[src/rtl/mips_ctrl_pkg.sv]
// Shared encodings for the multi-cycle MIPS control path: FSM states, opcodes
// and the ALU / mux select codes that the datapath and ALU control also import.
package mips_ctrl_pkg;

    typedef enum logic [3:0] {
        ST_FETCH     = 4'd0,
        ST_DECODE    = 4'd1,
        ST_MEM_ADDR  = 4'd2,
        ST_MEM_READ  = 4'd3,
        ST_MEM_WB    = 4'd4,
        ST_MEM_WRITE = 4'd5,
        ST_R_EXEC    = 4'd6,
        ST_R_WB      = 4'd7,
        ST_BRANCH    = 4'd8,
        ST_JUMP      = 4'd9,
        ST_I_EXEC    = 4'd10,
        ST_I_WB      = 4'd11
    } state_e;

    typedef enum logic [2:0] {
        CLS_RTYPE,
        CLS_MEM,
        CLS_BRANCH,
        CLS_JUMP,
        CLS_ITYPE,
        CLS_ILLEGAL
    } instr_class_e;

    localparam logic [5:0] OP_RTYPE = 6'b000000;
    localparam logic [5:0] OP_LW    = 6'b100011;
    localparam logic [5:0] OP_SW    = 6'b101011;
    localparam logic [5:0] OP_BEQ   = 6'b000100;
    localparam logic [5:0] OP_J     = 6'b000010;
    localparam logic [5:0] OP_ADDI  = 6'b001000;
    localparam logic [5:0] OP_ANDI  = 6'b001100;
    localparam logic [5:0] OP_SLTI  = 6'b001010;
    localparam logic [5:0] OP_ORI   = 6'b001101;

    localparam logic [2:0] ALU_ADD   = 3'b000;
    localparam logic [2:0] ALU_SUB   = 3'b001;
    localparam logic [2:0] ALU_FUNCT = 3'b010;
    localparam logic [2:0] ALU_AND   = 3'b011;
    localparam logic [2:0] ALU_OR    = 3'b100;
    localparam logic [2:0] ALU_SLT   = 3'b101;

    localparam logic [1:0] SRCB_REG     = 2'b00;
    localparam logic [1:0] SRCB_FOUR    = 2'b01;
    localparam logic [1:0] SRCB_IMM     = 2'b10;
    localparam logic [1:0] SRCB_IMM_SL2 = 2'b11;

    localparam logic [1:0] PCSRC_ALU    = 2'b00;
    localparam logic [1:0] PCSRC_ALUOUT = 2'b01;
    localparam logic [1:0] PCSRC_JUMP   = 2'b10;

endpackage

[src/rtl/ctrl_opcode_decode.sv]
// Combinational opcode classifier: instruction class, I-type ALU operation
// and a legal flag for the main control FSM.
module ctrl_opcode_decode
    import mips_ctrl_pkg::*;
(
    input  logic [5:0]   opcode,
    output instr_class_e cls,
    output logic [2:0]   i_alu_op,
    output logic         legal
);

    always_comb begin
        cls      = CLS_ILLEGAL;
        i_alu_op = ALU_ADD;
        unique case (opcode)
            OP_RTYPE:     cls = CLS_RTYPE;
            OP_LW, OP_SW: cls = CLS_MEM;
            OP_BEQ:       cls = CLS_BRANCH;
            OP_J:         cls = CLS_JUMP;
            OP_ADDI: begin cls = CLS_ITYPE; i_alu_op = ALU_ADD; end
            OP_ANDI: begin cls = CLS_ITYPE; i_alu_op = ALU_AND; end
            OP_ORI:  begin cls = CLS_ITYPE; i_alu_op = ALU_OR;  end
            OP_SLTI: begin cls = CLS_ITYPE; i_alu_op = ALU_SLT; end
            default:      cls = CLS_ILLEGAL;
        endcase
        legal = (cls != CLS_ILLEGAL);
    end

endmodule

[src/rtl/multicycle_control.sv]
// Main control FSM of the multi-cycle MIPS core: sequences fetch, decode,
// execute, memory and write-back, stalling on the memory ready handshake.
module multicycle_control
    import mips_ctrl_pkg::*;
(
    input  logic       clk,
    input  logic       rst,
    input  logic [5:0] opcode,
    input  logic       zero,
    input  logic       mem_ready,
    output logic       pc_write,
    output logic       pc_write_cond,
    output logic [1:0] pc_source,
    output logic       i_or_d,
    output logic       mem_read,
    output logic       mem_write,
    output logic       ir_write,
    output logic       mem_to_reg,
    output logic       reg_write,
    output logic       reg_dst,
    output logic       alu_src_a,
    output logic [1:0] alu_src_b,
    output logic [2:0] alu_op,
    output logic       instr_done,
    output logic       illegal_op,
    output logic [3:0] state
);

    state_e       state_q, state_d;
    logic [5:0]   opcode_q, opcode_d;
    logic [5:0]   dec_opcode;
    instr_class_e dec_cls;
    logic [2:0]   dec_i_alu_op;
    logic         dec_legal;

    // One decoder serves both uses: live opcode in DECODE, latched opcode after.
    assign dec_opcode = (state_q == ST_DECODE) ? opcode : opcode_q;
    assign opcode_d   = (state_q == ST_DECODE) ? opcode : opcode_q;

    ctrl_opcode_decode u_decode (
        .opcode   (dec_opcode),
        .cls      (dec_cls),
        .i_alu_op (dec_i_alu_op),
        .legal    (dec_legal)
    );

    always_ff @(posedge clk) begin
        if (rst) begin
            state_q  <= ST_FETCH;
            opcode_q <= '0;
        end else begin
            state_q  <= state_d;
            opcode_q <= opcode_d;
        end
    end

    always_comb begin
        state_d = state_q;
        unique case (state_q)
            ST_FETCH:     if (mem_ready) state_d = ST_DECODE;
            ST_DECODE: begin
                unique case (dec_cls)
                    CLS_RTYPE:  state_d = ST_R_EXEC;
                    CLS_MEM:    state_d = ST_MEM_ADDR;
                    CLS_BRANCH: state_d = ST_BRANCH;
                    CLS_JUMP:   state_d = ST_JUMP;
                    CLS_ITYPE:  state_d = ST_I_EXEC;
                    default:    state_d = ST_FETCH;
                endcase
            end
            ST_MEM_ADDR:  state_d = (opcode_q == OP_SW) ? ST_MEM_WRITE : ST_MEM_READ;
            ST_MEM_READ:  if (mem_ready) state_d = ST_MEM_WB;
            ST_MEM_WB:    state_d = ST_FETCH;
            ST_MEM_WRITE: if (mem_ready) state_d = ST_FETCH;
            ST_R_EXEC:    state_d = ST_R_WB;
            ST_R_WB:      state_d = ST_FETCH;
            ST_BRANCH:    state_d = ST_FETCH;
            ST_JUMP:      state_d = ST_FETCH;
            ST_I_EXEC:    state_d = ST_I_WB;
            ST_I_WB:      state_d = ST_FETCH;
            default:      state_d = ST_FETCH;
        endcase
    end

    always_comb begin
        pc_write      = 1'b0;
        pc_write_cond = 1'b0;
        pc_source     = PCSRC_ALU;
        i_or_d        = 1'b0;
        mem_read      = 1'b0;
        mem_write     = 1'b0;
        ir_write      = 1'b0;
        mem_to_reg    = 1'b0;
        reg_write     = 1'b0;
        reg_dst       = 1'b0;
        alu_src_a     = 1'b0;
        alu_src_b     = SRCB_REG;
        alu_op        = ALU_ADD;
        instr_done    = 1'b0;
        illegal_op    = 1'b0;
        state         = state_q;
        unique case (state_q)
            ST_FETCH: begin
                mem_read  = 1'b1;
                alu_src_b = SRCB_FOUR;
                ir_write  = mem_ready;
                pc_write  = mem_ready;
            end
            ST_DECODE: begin
                alu_src_b  = SRCB_IMM_SL2;
                illegal_op = !dec_legal;
                instr_done = !dec_legal;
            end
            ST_MEM_ADDR: begin
                alu_src_a = 1'b1;
                alu_src_b = SRCB_IMM;
            end
            ST_MEM_READ: begin
                mem_read = 1'b1;
                i_or_d   = 1'b1;
            end
            ST_MEM_WB: begin
                reg_write  = 1'b1;
                mem_to_reg = 1'b1;
                instr_done = 1'b1;
            end
            ST_MEM_WRITE: begin
                mem_write  = 1'b1;
                i_or_d     = 1'b1;
                instr_done = mem_ready;
            end
            ST_R_EXEC: begin
                alu_src_a = 1'b1;
                alu_op    = ALU_FUNCT;
            end
            ST_R_WB: begin
                reg_write  = 1'b1;
                reg_dst    = 1'b1;
                instr_done = 1'b1;
            end
            ST_BRANCH: begin
                alu_src_a     = 1'b1;
                alu_op        = ALU_SUB;
                pc_write_cond = 1'b1;
                pc_source     = PCSRC_ALUOUT;
                instr_done    = 1'b1;
            end
            ST_JUMP: begin
                pc_write   = 1'b1;
                pc_source  = PCSRC_JUMP;
                instr_done = 1'b1;
            end
            ST_I_EXEC: begin
                alu_src_a = 1'b1;
                alu_src_b = SRCB_IMM;
                alu_op    = dec_i_alu_op;
            end
            ST_I_WB: begin
                reg_write  = 1'b1;
                alu_op     = dec_i_alu_op;
                instr_done = 1'b1;
            end
            default: ;
        endcase
        // Reset overrides everything so an abandoned access issues no writes.
        if (rst) begin
            pc_write      = 1'b0;
            pc_write_cond = 1'b0;
            pc_source     = '0;
            i_or_d        = 1'b0;
            mem_read      = 1'b0;
            mem_write     = 1'b0;
            ir_write      = 1'b0;
            mem_to_reg    = 1'b0;
            reg_write     = 1'b0;
            reg_dst       = 1'b0;
            alu_src_a     = 1'b0;
            alu_src_b     = '0;
            alu_op        = '0;
            instr_done    = 1'b0;
            illegal_op    = 1'b0;
            state         = '0;
        end
    end

endmodule
[config.mk]
export PLATFORM = sky130hd
export DESIGN_NAME = multicycle_control
export DESIGN_NICKNAME = d
export VERILOG_FILES = /design/src/rtl/mips_ctrl_pkg.sv /design/src/rtl/ctrl_opcode_decode.sv /design/src/rtl/multicycle_control.sv
export SDC_FILE = /design/constraint.sdc
export NUM_CORES = 1
export LEC_CHECK = 0
export CORE_ASPECT_RATIO = 1.2
export CORE_MARGIN = 5
export CORE_UTILIZATION = 51
export DETAILED_ROUTE_END_ITERATION = 8
export PLACE_DENSITY = 0.85
export SLEW_MARGIN = 10
export SYNTH_ARGS = -nofsm -noshare
export SYNTH_HDL_FRONTEND = slang
export SYNTH_SLANG_ARGS = --single-unit
[constraint.sdc]
create_clock -name clk -period 5.8 [get_ports clk]
set_input_delay 0.87 -clock clk [delete_from_list [all_inputs] [get_ports clk]]
set_output_delay 0.87 -clock clk [all_outputs]
set_load 0.005 [all_outputs]
==> results.json, run 1 <==
{
  "result_of_the_run": "complete, no violations",
  "std_cell_rows": 19,
  "antenna_found_initial": 0,
  "cts.sinks": 10,
  "synthesis.area_per_instance_sq_um": 7.20,
  "avgViaCountPerCell": 6.02,
  "grt_setup_unrepaired": "no",
  "list_of_most_frequent_post_synthesis_cells": "18 x nand2_1, 15 x a21oi_1, 15 x nor2_1, 10 x dfxtp_1, 9 x nor2b_1",
  "firstDrtPassIters": 4,
  "finalWirelength_um": 3020,
  "worst-endpoint-arrival_ns": 3.24,
  "grt.overflow.total": 0,
  "place_ws_ns": 1.86,
  "timing.final.max_slew_violations": 0,
  "worst_setup_path_end_kind": "output port",
  "timing.critical_path.required_ns": 4.93,
  "dieHeight_um": 62.4,
  "io_pins": 33,
  "cts.clk_slew.worst_paths_ns": 0.06,
  "ctsResizeCount": 0,
  "synth.most_common_cell": "nand2_1",
  "clk_root_buffer_cell": "clkbuf_4",
  "peak_fanout_along_the_critical_path": 15,
  "avgRoutedWirePerCell_um": 14.2,
  "yosysWarnings": 0,
  "full_die_area_sq_um": 3350,
  "detail_route.iter0.violations": 30,
  "worstSetupStartpointType": "register",
  "cts_setup_buffers": 0,
  "tritoncts": "built",
  "postRouteAntennaNets": 0,
  "cts_made_buffers": 3,
  "p_leak_nw": 0.504,
  "layout.cell_area.non_filler_sq_um": 1460,
  "worst_slew_margin_rel": 0.287,
  "period_needed_ns": 4.11,
  "cts.hold.buffers_added": 0,
  "final.setup_skew_ns": 0.00214,
  "ctsLongestPathBuffers": 2,
  "floorplan.die.width_um": 53.7,
  "max_cap_violations": 0,
  "grt_first_pass_wirelength_um": 5240,
  "async_reset_ff_frac": 0,
  "grt_start_max_net_pins": 26,
  "num_antenna_cells": 0,
  "critPathKind": "reg -> out",
  "detailed_place_hpwl_um": 2330,
  "synth.area.top_cells": "dfxtp_1 17%, a21oi_1 6.4%, nand2_1 5.8%",
  "setup_viol": 0,
  "syn_to_final_growth_pct": 25.3,
  "hold_path_class": "reg -> reg",
  "first_global_vias": 1147,
  "synth_top_area_share": 0.172,
  "via_total_after_detailed_routing": 1282,
  "place_inst": 210,
  "htree_num_levels": 1,
  "worst_vdd_rail_ir_drop_mv": 0.284,
  "fin_nets": 194,
  "p_per_area_nw_per_um2": 435,
  "net_count_of_the_mapped_netlist": 172,
  "ys_types": 47,
  "postPlaceCellArea_sq_um": 1440,
  "fin_cells": 213,
  "synth.yosys.seq_area_share": 0.172,
  "buffers_added_on_ports": 31,
  "tns_ns": 0,
  "routabilityCongestion": 0.863,
  "finalWorstSetupSlack_ns": 1.69,
  "post-route-period-util": 0.708,
  "drive_above_1_share": 0.0769,
  "fin_hold_ws_ns": 0.517,
  "syn-cell-area_sq_um": 1170,
  "synth_cells": 162,
  "synth-edff-count": 0,
  "hold_viol_final": 0,
  "synth-seq-cells": 10,
  "design.core.area_sq_um": 2230,
  "worstSkewPairLatency_ns": 0.27,
  "global_route.usage.total": 0.201,
  "maxClockFrequency_ghz": 0.244,
  "primary_flip_flop_cell_chosen_by_synthesis_mapping": "dfxtp_1",
  "effective_utilization_at_floorplan": 0.522,
  "max_slew.worst_pin.slew_ns": 1.07,
  "drcViolationCount": 0,
  "largest_area_contributor_in_the_netlist": "dfxtp_1"
}
## worst max-delay path, cell delays in order (launching register included)
cell and delay [ns]:
dfxtp_1 0.57, nor4b_2 0.93, mux2i_1 0.32, a21oi_1 0.11, o32ai_1 0.44, o31ai_1 0.13
clkdlybuf4s50_1 0.46
## metal layers
layer / up-vias / global-route usage / wire length (um)
met5: - / 0 / 0
met4: 0 / 0.0767 / 72
met3: 9 / 0.0286 / 181
met2: 49 / 0.348 / 1560
met1: 590 / 0.238 / 1210
li1: 634 / - / -
## sequential cells by signal (all words and copies together), names as in the netlist
| register | flops |
|---|---|
| opcode_q | 6 |
| state_q | 4 |
## placed cells by master, fill, tap and decap left out, drive strengths merged, types with 2 or more instances in the layout
master | Yosys | routed
o32ai | 2 | 2
clkdlybuf4s50 | 0 | 31
o21ai | 4 | 4
nand3 | 3 | 3
o31ai | 3 | 3
or2 | 2 | 2
nand2 | 18 | 18
nand2b | 8 | 8
nor3 | 8 | 8
nor2b | 9 | 9
dfxtp | 10 | 10
a2111oi | 2 | 2
nor2 | 15 | 15
nor4b | 2 | 2
clkbuf | 8 | 3
xnor2 | 2 | 2
o41ai | 2 | 2
mux2i | 5 | 5
and3 | 4 | 4
a21oi | 15 | 15
nand3b | 3 | 3
inv | 6 | 6
or4 | 2 | 2
a22o | 2 | 2
a211oi | 3 | 3
nor4 | 3 | 3
## metrics by stage
step | util | power (mW)
3_5_place_dp | 0.644 | 0.588
4_1_cts | 0.654 | 0.637
3_3_place_gp | 0.644 | 0.573
5_1_grt | 0.654 | 0.698
2_1_floorplan | - | 0.472
6_report | 0.654 | 0.636
## where the power goes
| part | leakage [nW] | internal, mW | switching, mW |
|---|---|---|---|
| clock network | 0.0138 | 0.0240 | 0.0235 |
| logic | 0.408 | 0.223 | 0.213 |
| registers | 0.0817 | 0.0905 | 0.0617 |
| total | 0.504 | 0.338 | 0.298 |
## area by class of cell
class                   instances  area, sq um
flip-flops and latches         10          200
repair buffers                 31          310
inverters                       6         22.5
fillers                       223          773
well taps                      31         38.8
multi-input cells             132          867
clock buffers                   3         22.5
## worst paths after layout
| kind | from | end | slack, ns | depth (start not counted) |
|---|---|---|---|---|
| hold reg to reg | opcode_q[5]$_SDFF_PP0_ | opcode_q[5]$_SDFF_PP0_ | 0.52 | 2 |
| setup / recovery | state_q[0]$_SDFFE_PP0P_ | instr_done | 1.69 | 6 |
| hold / removal | opcode_q[5]$_SDFF_PP0_ | opcode_q[5]$_SDFF_PP0_ | 0.52 | 2 |
| setup reg to reg | state_q[0]$_SDFFE_PP0P_ | state_q[2]$_SDFFE_PP0P_ | 3.13 | 5 |
## cells by family (layout without fill, tap and decap cells)
family | count (synthesis) | in the layout | synth area share
simple gates | 82 | 82 | 0.384
flops | 10 | 10 | 0.172
xor+xnor | 3 | 3 | 0.0225
compound gates | 41 | 41 | 0.249
buf+inv | 20 | 40 | 0.0848
mux | 6 | 6 | 0.0880
Power figures use the tool's default switching activity.
==> run 2, diff against run 1 <==
--- a/config.mk
+++ b/config.mk
@@ -7,9 +7,9 @@
 export LEC_CHECK = 0
 export CORE_ASPECT_RATIO = 1.2
 export CORE_MARGIN = 5
-export CORE_UTILIZATION = 51
+export CORE_UTILIZATION = 48
 export DETAILED_ROUTE_END_ITERATION = 8
-export PLACE_DENSITY = 0.85
+export PLACE_DENSITY = 0.8
 export SLEW_MARGIN = 10
 export SYNTH_ARGS = -nofsm -noshare
 export SYNTH_HDL_FRONTEND = slang
==> constraint.sdc (replaced) <==
create_clock -name clk -period 3.8 [get_ports clk]
set_input_delay 0.57 -clock clk [delete_from_list [all_inputs] [get_ports clk]]
set_output_delay 0.57 -clock clk [all_outputs]
set_load 0.005 [all_outputs]
==> results.json, run 2 (same netlist as run 1, synthesis figures left out) <==
{
  "fin_nets": 200,
  "place_inst": 216,
  "maxClockFrequency_ghz": 0.286,
  "critPathCapture": "alu_op[0]",
  "std_cell_rows": 19,
  "routabilityCongestion": 0.842,
  "worst_r2r_path_depth": 5,
  "timing.critical_path.from": "state_q[2]$_SDFFE_PP0P_",
  "num_antenna_cells": 0,
  "cts_setup_buffers": 0,
  "p_per_area_nw_per_um2": 680,
  "postRouteAntennaNets": 0,
  "grt_busiest_layer": "met2",
  "critPathKind": "reg -> out",
  "max_slew.worst_pin.slew_ns": 0.626,
  "timing.final.max_slew_violations": 0,
  "full_die_area_sq_um": 3520,
  "syn_to_final_growth_pct": 30.4,
  "dieHeight_um": 64.0,
  "tns_ns": 0,
  "grt_setup_unrepaired": "no",
  "grt.overflow.total": 0,
  "worst-endpoint-arrival_ns": 2.93,
  "firstDrtPassIters": 4,
  "worstSkewPairLatency_ns": 0.28,
  "buffers_added_on_ports": 31,
  "io_pins": 33,
  "gr-usage-met2": 0.337,
  "final.setup_skew_ns": 0.00275,
  "fin_cells": 220,
  "antenna_found_initial": 0,
  "result_of_the_run": "complete, no violations",
  "ctsLongestPathBuffers": 2,
  "max_cap_violations": 0,
  "floorplan.die.width_um": 55.0,
  "ctsResizeCount": 0,
  "largest-register": "opcode_q",
  "worst_setup_path_end_kind": "output port",
  "worstSetupStartpointType": "register",
  "design.core.area_sq_um": 2310,
  "first_global_vias": 1216,
  "cts.hold.buffers_added": 0,
  "post-route-period-util": 0.920,
  "regToRegEndpoint": "state_q[2]$_SDFFE_PP0P_",
  "cts_made_buffers": 3,
  "worst_slew_margin_rel": 0.581,
  "peak_fanout_along_the_critical_path": 12,
  "reg2reg_slack_ns": 1.61,
  "cts.sinks": 10,
  "largestRegisters": "opcode_q x6, state_q x4",
  "final_common_cell": "clkdlybuf4s50_1",
  "hold_path_class": "reg -> reg",
  "worst_vdd_rail_ir_drop_mv": 0.570,
  "grt_use_met3": 0.0279,
  "highest_count_cells_in_the_layout_ignoring_fill_and_taps": "31 x clkdlybuf4s50_1, 18 x nand2_1, 15 x nor2_1, 15 x a21oi_1, 10 x dfxtp_1",
  "worst_r2r_startpoint": "state_q[2]$_SDFFE_PP0P_",
  "p_leak_nw": 0.542,
  "setup_viol": 0,
  "drcViolationCount": 0,
  "clk_root_buffer_cell": "clkbuf_4",
  "detail_route.iter0.violations": 40,
  "gr-usage-met1": 0.224,
  "period_needed_ns": 3.50,
  "largest_register_ffs": 6,
  "finalWirelength_um": 3150,
  "grt_first_pass_wirelength_um": 5220,
  "global_route.usage.total": 0.194,
  "timing.critical_path.required_ns": 3.23,
  "detailed_place_hpwl_um": 2420,
  "htree_num_levels": 1,
  "effective_utilization_at_floorplan": 0.506,
  "grt_start_max_net_pins": 19,
  "via_total_after_detailed_routing": 1281,
  "hold_viol_final": 0,
  "avgViaCountPerCell": 5.82,
  "tritoncts": "built",
  "cts.clk_slew.worst_paths_ns": 0.07,
  "avgRoutedWirePerCell_um": 14.3,
  "drive_above_1_share": 0.111
}
## run 2: layout make-up
| class | count | area (sq um) |
|---|---|---|
| Clock buffer | 4 | 36.3 |
| Inverter | 6 | 22.5 |
| Fill cell | 216 | 786 |
| Sequential cell | 10 | 200 |
| Tap cell | 31 | 38.8 |
| Multi-Input combinational cell | 132 | 867 |
| Timing Repair Buffer | 37 | 355 |
## run 2: worst min-delay path by stage
stage | startpoint | endpoint | slack, ns | cells past startpoint
2_1_floorplan | opcode_q[5]$_SDFF_PP0_ | opcode_q[5]$_SDFF_PP0_ | 0.47 | 2
3_3_place_gp | opcode_q[5]$_SDFF_PP0_ | opcode_q[5]$_SDFF_PP0_ | 0.49 | 2
3_5_place_dp | opcode_q[5]$_SDFF_PP0_ | opcode_q[5]$_SDFF_PP0_ | 0.52 | 2
4_1_cts | opcode_q[5]$_SDFF_PP0_ | opcode_q[5]$_SDFF_PP0_ | 0.53 | 2
5_1_grt | opcode_q[5]$_SDFF_PP0_ | opcode_q[5]$_SDFF_PP0_ | 0.55 | 2
6_report | opcode_q[5]$_SDFF_PP0_ | opcode_q[5]$_SDFF_PP0_ | 0.54 | 2
## run 2: power by group
group	switching, mW	internal [mW]	leakage [nW]
clock	0.0422	0.0583	0.0210
sequential	0.0381	0.138	0.0817
combinational	0.389	0.368	0.440
## run 2: through the flow
stage / cell area, sq um / hold slack [ns] / setup WS, ns / utilization / power, mW
final: 1520 / 0.537 / 0.304 / 0.659 / 1.03
after global routing: 1520 / 0.552 / 0.114 / 0.659 / 1.12
after CTS: 1520 / 0.527 / 0.285 / 0.659 / 1.03
after detailed placement: 1480 / 0.517 / 0.534 / 0.644 / 0.928
after global placement: 1480 / 0.492 / 0.614 / 0.644 / 0.911
after floorplan: 1170 / 0.472 / 1.34 / - / 0.721
## run 2: critical path, stage by stage, from the launching register on
cell and delay (ns):
dfxtp_1 0.31, or4b_4 0.67, mux2_4 0.40, o41ai_1 0.42
a21oi_1 0.12, nor3_1 0.18, clkdlybuf4s50_1 0.53
## run 2: per-layer routing
metal  up-vias  part of all wire
met2        54              0.50
met3         5             0.080
met5         -                 0
li1        641                 -
met4         0             0.015
met1       581              0.40
==> patch: new RTL, config.mk and constraints of run 2 <==
Make the reset (`rst`) asynchronous in one clocked block.
--- a/src/rtl/multicycle_control.sv
+++ b/src/rtl/multicycle_control.sv
@@ -45,5 +45,5 @@
     );
 
-    always_ff @(posedge clk) begin
+    always_ff @(posedge clk or posedge rst) begin
         if (rst) begin
             state_q  <= ST_FETCH;
Check against the original RTL: no difference found for any inputs over 10 cycles, from zero or initial values and one cycle with rst high; that may be too few to reach the edited logic, so the function may still have changed.
==> patch against run 2 <==
Non-clock buffer count down 4; worst setup slack improved by 410 ps; critical path depth unchanged; sequential power is 49% higher; clock power fell by 4%; design area fell by 11%; power is 21% lower; register-to-register slack gained 130 ps; synthesized area decreased by 12%; wire length fell by 16%; sequential cell count did not move; cell count decreased by 16%; combinational power fell by 40%.
==> patch: results <==
[yosys]
yosysSeqAreaShare_pct = 24.3
ys_top_cells_by_area = "dfrtp_1 24%, mux2_1 6.6%, nor2_1 5.5%"
synth.distinct_cells = 48
synth_ff_type = "dfrtp_1"
async_reset_ff_share_pct = 100
ys_top_cells_by_count = "15 x nor2_1, 10 x dfrtp_1, 9 x a21oi_1, 9 x nor2b_1, 8 x nor3_1"
postSynthNetCount = 141

[sta]
slew_headroom_pct = 54.2
fin_skew_ps = 4.76

[grt]
use_met2_pct = 33.7
top_usage_layer = "met2"
grt_pass1_vias = 1011
grt_use_total_pct = 18.2
grt_pass1_wl_um = 4420
met3_usage_pct = 2.70
met1_usage_pct = 18.6
grt_max_degree = 23

[setup_path]
max_stage_delay_ps = 590
critPathArrivalTime_ps = 2510
cp_slowest_cell = "dfrtp_1"
crit_fanout = 21

[status]
outcome = "finished clean"

[drt]
vias = 1068
post_drt_wl_per_cell_um = 14.2
drtPass1Iterations = 4
drtIter0Drc = 22

[placed_design]
place.gp.congestion = 0.827
dp_slack_ps = 842
dp_hpwl_um = 2030

[finish]
fin_nets = 166
drive_above_1_share_pct = 9.03

[power_and_ir_drop]
p_leak_nw = 0.535
vdd_ir_drop_max_v = 0.000402

[clocking]
clock_path_buffers = 2

[min_path]
hold_path_class = "reg -> reg"
## patch: where the power goes
group / internal (mW) / switching, mW
Sequential: 0.153 / 0.109
Clock: 0.0583 / 0.0382
Combinational: 0.252 / 0.205
Total: 0.464 / 0.352
## patch: cell families after synthesis
logic type / count (synthesis) / synth area share (%)
mux: 7 / 7.52
compound gates: 34 / 24.3
simple gates: 61 / 32.8
buf+inv: 16 / 8.62
xor+xnor: 3 / 2.55
flops: 10 / 24.3
## patch: worst max-delay path: cells and delay by family, from the launching register on
kind            cells  cell delay [ps]
compound gates      1              180
buf+inv             2              780
flops               1              590
simple gates        3              690
## patch: path summary, 6_finish.rpt
check | startpoint | to | slack [ps] | depth (start not counted)
max | state_q[1] | instr_done | 720 | 6
min | opcode_q[4] | opcode_q[4] | 540 | 1
max reg2reg | state_q[1] | state_q[2] | 1740 | 6
min reg2reg | opcode_q[4] | opcode_q[4] | 540 | 1
max in group asynchronous | rst | opcode_q[3] | 2730 | 3
min in group asynchronous | rst | state_q[2] | 780 | 3
## patch: through the flow
| stage | std cells | cell area, um^2 | power, mW | util [%] |
|---|---|---|---|---|
| finish | 185 | 1360 | 0.816 | 66.1 |
| global route | 185 | 1360 | 0.888 | 66.1 |
| CTS | 185 | 1360 | 0.821 | 66.1 |
| detailed placement | 181 | 1320 | 0.721 | 64.3 |
| global placement | 181 | 1320 | 0.706 | 64.3 |
| floorplan | 131 | 1030 | 0.575 | - |
## patch: layout make-up
type / instances / area (um^2)
clock buffer: 4 / 36.3
fill: 171 / 694
inverter: 3 / 13.8
multi-input combinational: 105 / 692
sequential: 10 / 250
tap: 30 / 37.5
timing repair buffer: 33 / 325
## patch: routing by layer
metal | wire length (um) | up-vias | part of all wire (%)
met2 | 1310 | 43 | 50
met4 | 65 | 0 | 2.5
li1 | - | 533 | -
met3 | 159 | 7 | 6.0
met1 | 1090 | 485 | 42
met5 | 0 | - | 0
